--- src/rtl/bike_pkg.sv ---
// Shared types and constants for the speed-client divider.
package bike_pkg;

    typedef enum logic [1:0] {
        IDLE = 2'd0,
        CALC = 2'd1,
        DONE = 2'd2
    } state_t;

    localparam logic CLIENT_CUR = 1'b0;
    localparam logic CLIENT_AVG = 1'b1;

    localparam int unsigned DIV_WIDTH = 16;

endpackage

--- src/rtl/rr_arbiter2.sv ---
// Two-way round-robin arbiter; the last-grant pointer favours client 0 out of reset.
module rr_arbiter2
    import bike_pkg::*;
(
    input  logic clk,
    input  logic rst,
    input  logic req0,
    input  logic req1,
    input  logic en,
    output logic grant_c,
    output logic grant_valid_c
);

    logic last;

    // On a tie, grant whichever client was not served last.
    always_comb begin
        grant_c       = CLIENT_CUR;
        grant_valid_c = en & (req0 | req1);
        if (req0 && req1) begin
            grant_c = ~last;
        end else if (req1) begin
            grant_c = CLIENT_AVG;
        end
    end

    always_ff @(posedge clk) begin
        if (!rst) begin
            last <= CLIENT_AVG;
        end else if (grant_valid_c) begin
            last <= grant_c;
        end
    end

endmodule

--- src/rtl/shared_divider.sv ---
// Radix-2 restoring unsigned divider shared by the current- and average-speed clients.
module shared_divider
    import bike_pkg::*;
#(
    parameter int unsigned WIDTH = DIV_WIDTH,
    parameter int unsigned CNT_W = 5
) (
    input  logic             clk,
    input  logic             rst,
    input  logic             req0,
    input  logic [WIDTH-1:0] dividend0,
    input  logic [WIDTH-1:0] divisor0,
    input  logic             req1,
    input  logic [WIDTH-1:0] dividend1,
    input  logic [WIDTH-1:0] divisor1,
    output logic             busy,
    output logic             ready,
    output logic [WIDTH-1:0] quotient,
    output logic [WIDTH-1:0] remainder,
    output logic             div_by_zero,
    output logic             select
);

    state_t state;
    state_t state_next;

    logic             grant_c;
    logic             grant_valid_c;
    logic             arb_en_c;
    logic             accept_c;
    logic             iterate_c;
    logic             finish_c;
    logic             last_iter_c;

    logic [WIDTH-1:0] dvd_in_c;
    logic [WIDTH-1:0] dvs_in_c;
    logic [WIDTH:0]   shifted_c;
    logic             fits_c;
    logic [WIDTH-1:0] diff_c;

    logic [WIDTH-1:0] rem_work;
    logic [WIDTH-1:0] quo_work;
    logic [WIDTH-1:0] dvs_work;
    logic [CNT_W-1:0] cnt;

    rr_arbiter2 u_arb (
        .clk           (clk),
        .rst           (rst),
        .req0          (req0),
        .req1          (req1),
        .en            (arb_en_c),
        .grant_c       (grant_c),
        .grant_valid_c (grant_valid_c)
    );

    assign dvd_in_c    = (grant_c == CLIENT_AVG) ? dividend1 : dividend0;
    assign dvs_in_c    = (grant_c == CLIENT_AVG) ? divisor1  : divisor0;
    assign last_iter_c = (cnt == CNT_W'(WIDTH - 1));

    // One restoring step: the partial remainder always stays below the divisor, so
    // the difference fits in WIDTH bits whenever the trial subtraction succeeds.
    assign shifted_c = {rem_work, quo_work[WIDTH-1]};
    assign fits_c    = (shifted_c >= {1'b0, dvs_work});
    assign diff_c    = shifted_c[WIDTH-1:0] - dvs_work;

    always_ff @(posedge clk) begin
        if (!rst) begin
            state <= IDLE;
        end else begin
            state <= state_next;
        end
    end

    always_comb begin
        state_next = state;
        case (state)
            IDLE:    if (grant_valid_c) state_next = CALC;
            CALC:    if (last_iter_c) state_next = DONE;
            DONE:    state_next = IDLE;
            default: state_next = IDLE;
        endcase
    end

    always_comb begin
        arb_en_c  = 1'b0;
        accept_c  = 1'b0;
        iterate_c = 1'b0;
        finish_c  = 1'b0;
        case (state)
            IDLE: begin
                arb_en_c = 1'b1;
                accept_c = grant_valid_c;
            end
            CALC:    iterate_c = 1'b1;
            DONE:    finish_c  = 1'b1;
            default: ;
        endcase
    end

    // Datapath and registered outputs.
    always_ff @(posedge clk) begin
        if (!rst) begin
            busy        <= 1'b0;
            ready       <= 1'b0;
            quotient    <= '0;
            remainder   <= '0;
            div_by_zero <= 1'b0;
            select      <= CLIENT_CUR;
            rem_work    <= '0;
            quo_work    <= '0;
            dvs_work    <= '0;
            cnt         <= '0;
        end else begin
            ready <= 1'b0;
            if (accept_c) begin
                select      <= grant_c;
                busy        <= 1'b1;
                cnt         <= '0;
                div_by_zero <= (dvs_in_c == '0);
                quo_work    <= dvd_in_c;
                dvs_work    <= dvs_in_c;
                rem_work    <= '0;
            end
            if (iterate_c) begin
                cnt      <= cnt + CNT_W'(1);
                rem_work <= fits_c ? diff_c : shifted_c[WIDTH-1:0];
                quo_work <= {quo_work[WIDTH-2:0], fits_c};
            end
            if (finish_c) begin
                quotient  <= quo_work;
                remainder <= rem_work;
                ready     <= 1'b1;
                busy      <= 1'b0;
            end
        end
    end

endmodule
--- config.mk ---
export PLATFORM = sky130hd
export DESIGN_NAME = shared_divider
export DESIGN_NICKNAME = d
export VERILOG_FILES = /design/src/rtl/bike_pkg.sv /design/src/rtl/rr_arbiter2.sv /design/src/rtl/shared_divider.sv
export SDC_FILE = /design/constraint.sdc
export NUM_CORES = 1
export LEC_CHECK = 0
export BUFFER_PORTS_ARGS = -buffer_cell sky130_fd_sc_hd__buf_2
export CELL_PAD_IN_SITES_DETAIL_PLACEMENT = 1
export CELL_PAD_IN_SITES_GLOBAL_PLACEMENT = 2
export CORE_MARGIN = 2
export CORE_UTILIZATION = 33
export CTS_BUF_LIST = sky130_fd_sc_hd__clkbuf_4 sky130_fd_sc_hd__clkbuf_8 sky130_fd_sc_hd__clkbuf_16
export CTS_CLUSTER_DIAMETER = 100
export DETAILED_ROUTE_END_ITERATION = 10
export HOLD_SLACK_MARGIN = 0.1
export PLACE_DENSITY_LB_ADDON = 0.1
export SKIP_LAST_GASP = 1
export SYNTH_ARGS = -nofsm -noshare
export SYNTH_HDL_FRONTEND = slang
export SYNTH_SLANG_ARGS = --single-unit
export TNS_END_PERCENT = 50
--- constraint.sdc ---
create_clock -name clk -period 2.6 [get_ports clk]
set_clock_uncertainty 0.05 [all_clocks]
set_input_delay 0.13 -clock clk [delete_from_list [all_inputs] [get_ports clk]]
set_output_delay 0.13 -clock clk [all_outputs]
set_load 0.005 [all_outputs]
==> summary.md <==
| Metric | Value |
|---|---|
| Status | `complete, no violations` |
| GP Congestion | `0.884` |
| Worst-margin pin slew | `664 ps` |
| Clock power share | `37.1%` |
| FP Rows | `43` |
| First-pass GRT wire length | `21900 um` |
| Antenna-violating nets left | `0` |
| Residual DRC count | `0` |
| EDFF count, synth | `0` |
| Clock transition at path regs | `70 ps` |
| Hold Path Class | `in2reg` |
| Crit path kind | `reg2reg` |
| Commonest non-fill, non-tap cell in the layout | `buf_2` |
| Register area | `1840 um2` |
| Tot GR Track Use | `18.9%` |
| Peak supply drop | `0.303 mV` |
| Worst Setup End Kind | `flop` |
| R2R Path End | `rem_work[13]` |
| Post-Syn Area | `4630 um2` |
| Die Span Y | `122 um` |
| Routed len/inst | `17.4 um` |
| Die area | `15000 um2` |
| YS warnings | `0` |
| Hold Startpoint | `divisor0[7]` |
| Final Hold Slack | `111 ps` |
| Max Slew Vio Count | `0` |
| Hold path cells | `4` |
| Post-Synthesis Cells | `483` |
| Post-route clock period utilization | `94.3%` |
| Post-synthesis sequential area ratio | `39.8%` |
| Worst Path Buf+Inv | `2` |
| Top FF cell, synth | `dfxtp_1` |
| Hpwl dp | `10400 um` |
| Post-layout util | `42.0%` |
| Sequential share of power | `40.9%` |
| Sw Share | `28.4%` |
| Final setup viols | `0` |
| # IOs | `104` |
| Critical path arrival | `2630 ps` |
| Area of the multi-input gates | `2590 um2` |
| Max capacitance violation total | `0` |
| CTS Sinks | `92` |
| Static leakage | `2.71 nW` |
| Detailed-route via count | `4084` |
| Slew headroom | `55.5%` |
| Min-Delay Endpoint | `dvs_work[7]` |
| # port buffers | `103` |
| CP max stage delay | `380 ps` |
| RSZ-0062 raised after global routing | `true` |
| Final Non-Filler Cells | `776` |
| Total Wirelength | `13500 um` |
| Avg Inst Size Synth | `9.59 um2` |
| Final Total Pwr | `3.74 mW` |
| Cell chain of the critical path | `inv_1 -> ha_1 -> a21oi_2 -> o21ai_1 -> nand4b_1 -> a311o_1 -> a31oi_4 -> buf_12 -> nand2b_2 -> o21ai_0` |
| Longest Clk Path Bufs | `2` |
| R2R Setup Slk | `150 ps` |
| Register bit count reported by yosys | `92` |
| Synthesized net count | `570` |
| Worst Setup Start Kind | `flop` |
| F_max | `408 MHz` |
| Async SR Flop Fraction | `0%` |
| Distinct cell type count after synthesis | `56` |
| Initial core utilization | `33.6%` |
| R2R Path Start | `dvs_work[10]` |
| NumNets Final | `678` |
| Most frequent cells in the layout | `103 x buf_2, 92 x dfxtp_1, 41 x nand2_1` |
| Critical Path Slowest Stage Cell | `a311o_1` |
| Drt first pass iters | `8` |
| Switching power | `1.06 mW` |
| Grt ovf | `0` |
| Hold Fails Final Rpt | `0` |
| H-tree depth | `3` |
| Cell internal pwr | `2.68 mW` |
| Setup TNS | `0 ps` |
| Largest net degree at the start of global routing | `38` |
| Comb power frac | `22.0%` |
| Clk Latency, worst-skew pair | `350 ps` |
| Dpl cells | `757` |
| Cell Pwr Density | `647 nW/um2` |
| Critical path fanouts, max | `11` |
| CTS tree | `built` |
| 1st-iter DRT viols | `261` |
| Die width | `122 um` |
| Data required, critical path | `2780 ps` |
| Worst Reg-to-Reg Cells | `10` |
| Core ar. | `13800 um2` |
| Area Growth Syn to Fin | `24.7%` |
| Share of cells above drive strength 1 | `27.3%` |
| Vias in the first global route | `4326` |
| Cell family with most CP delay | `compound AO/OA/AOI/OAI gates` |
| Fillers | `1610` |
| Final min period | `2450 ps` |
| Number of vias per cell | `5.26` |
| CTS Root Cell | `clkbuf_16` |
| Initial antenna violation count | `0` |
| Diodes inserted | `0` |
| Num CTS Buffers | `9` |
## routing by layer
layer,wire length (um),vias to the layer above,track usage [%]
met5,0,-,0
met4,205,0,6.68
met3,613,13,2.79
met2,6680,90,34.5
met1,5990,1959,22.4
li1,-,2022,-
## synthesized netlist by cell type, types with 2 or more instances
| cell type | number | share of area (%) |
|---|---|---|
| dfxtp_1 | 92 | 40 |
| nand2_1 | 41 | 3.3 |
| a22o_1 | 34 | 6.4 |
| mux2i_1 | 26 | 5.6 |
| clkbuf_1 | 23 | 1.9 |
| inv_1 | 21 | 1.7 |
| nor2b_1 | 21 | 2.8 |
| ha_1 | 18 | 4.9 |
| o21ai_0 | 18 | 1.9 |
| o211a_1 | 17 | 3.7 |
| a222oi_1 | 15 | 3.2 |
| mux2_2 | 15 | 3.6 |
| nor2_1 | 15 | 1.2 |
| a21oi_1 | 12 | 1.3 |
| and2_1 | 8 | 1.1 |
| nor4_1 | 8 | 1.1 |
| o21a_1 | 8 | 1.3 |
| xnor2_1 | 8 | 1.5 |
| nand3_1 | 7 | 0.76 |
| a32oi_1 | 6 | 1.1 |
| and3_1 | 6 | 0.81 |
| nand2b_1 | 6 | 0.81 |
| o21ai_1 | 6 | 0.65 |
| a21o_1 | 4 | 0.65 |
| a31oi_1 | 4 | 0.54 |
| nand4_1 | 4 | 0.54 |
| xor2_1 | 4 | 0.76 |
| a21boi_1 | 2 | 0.32 |
| a311o_1 | 2 | 0.43 |
| and4_1 | 2 | 0.38 |
| buf_2 | 2 | 0.22 |
| buf_6 | 2 | 0.49 |
| o221ai_1 | 2 | 0.38 |
| or3_1 | 2 | 0.27 |
## logic make-up (layout without fill, tap and decap cells)
kind of cell | count (synthesis) | after routing | synth area share, %
mux | 41 | 41 | 9.26
compound gates | 144 | 144 | 24.9
flops | 92 | 92 | 39.8
xor+xnor | 12 | 12 | 2.27
simple gates | 124 | 124 | 13.7
buf+inv | 51 | 164 | 4.83
fa+ha+maj | 19 | 19 | 5.29
## flip-flops by register name (all words and copies together) (netlist names)
| name | cells |
|---|---|
| cnt | 5 |
| rem_work | 16 |
| u_arb.last | 1 |
| quo_work | 16 |
| busy | 1 |
| select | 1 |
| ready | 1 |
| div_by_zero | 1 |
| remainder | 16 |
| quotient | 16 |
| state | 2 |
| dvs_work | 16 |
## worst register-to-register path: stages, from the launching register on
cell and delay, ps:
dfxtp_1 330, inv_1 70, ha_1 350, a21oi_2 160, o21ai_1 80, nand4b_1 170, a311o_1 380, a31oi_4 250
buf_12 180, nand2b_2 190, o21ai_0 120
## per-stage QoR
stage | area [um2] | setup WS, ps
after floorplan | 4630 | 262
after global routing | 5780 | -5.65
after CTS | 5770 | 60.4
after detailed placement | 5430 | 63.8
final | 5780 | 147
after global placement | 5430 | 89.0
## final cells by class
| type | instances | area share [%] |
|---|---|---|
| inverter | 21 | 1.36 |
| clock buffer | 13 | 4.63 |
| clock inverter | 3 | 0.780 |
| multi-input combinational | 340 | 44.8 |
| sequential | 92 | 31.9 |
| tap | 180 | 3.90 |
| timing repair buffer | 127 | 12.6 |
## what timing repair did
item                       CTS  global route
resized for setup            0             2
hold endpoints to repair     2             0
setup endpoints to repair    0             8
hold buffers                 3             0
buffers inserted             0             0
## worst max path at each step
stage                       startpoint      endpoint  cells after the start
after global routing      dvs_work[12]   rem_work[3]                     10
after CTS                 dvs_work[11]  rem_work[13]                     10
after global placement    dvs_work[10]  rem_work[13]                     10
final                     dvs_work[10]  rem_work[13]                     10
after detailed placement  dvs_work[11]  rem_work[13]                     10
after floorplan           dvs_work[10]  rem_work[10]                     11
## power by group through the flow
stage               Sequential, mW  Clock [mW]  Combinational (mW)
finish                        1.53        1.39               0.823
CTS                           1.53        1.42               0.832
global route                  1.54        1.48               0.918
global placement              1.56           0               0.814
detailed placement            1.56           0               0.822
floorplan                     1.54           0               0.580
No activity file was read; power rests on OpenSTA's default activity.
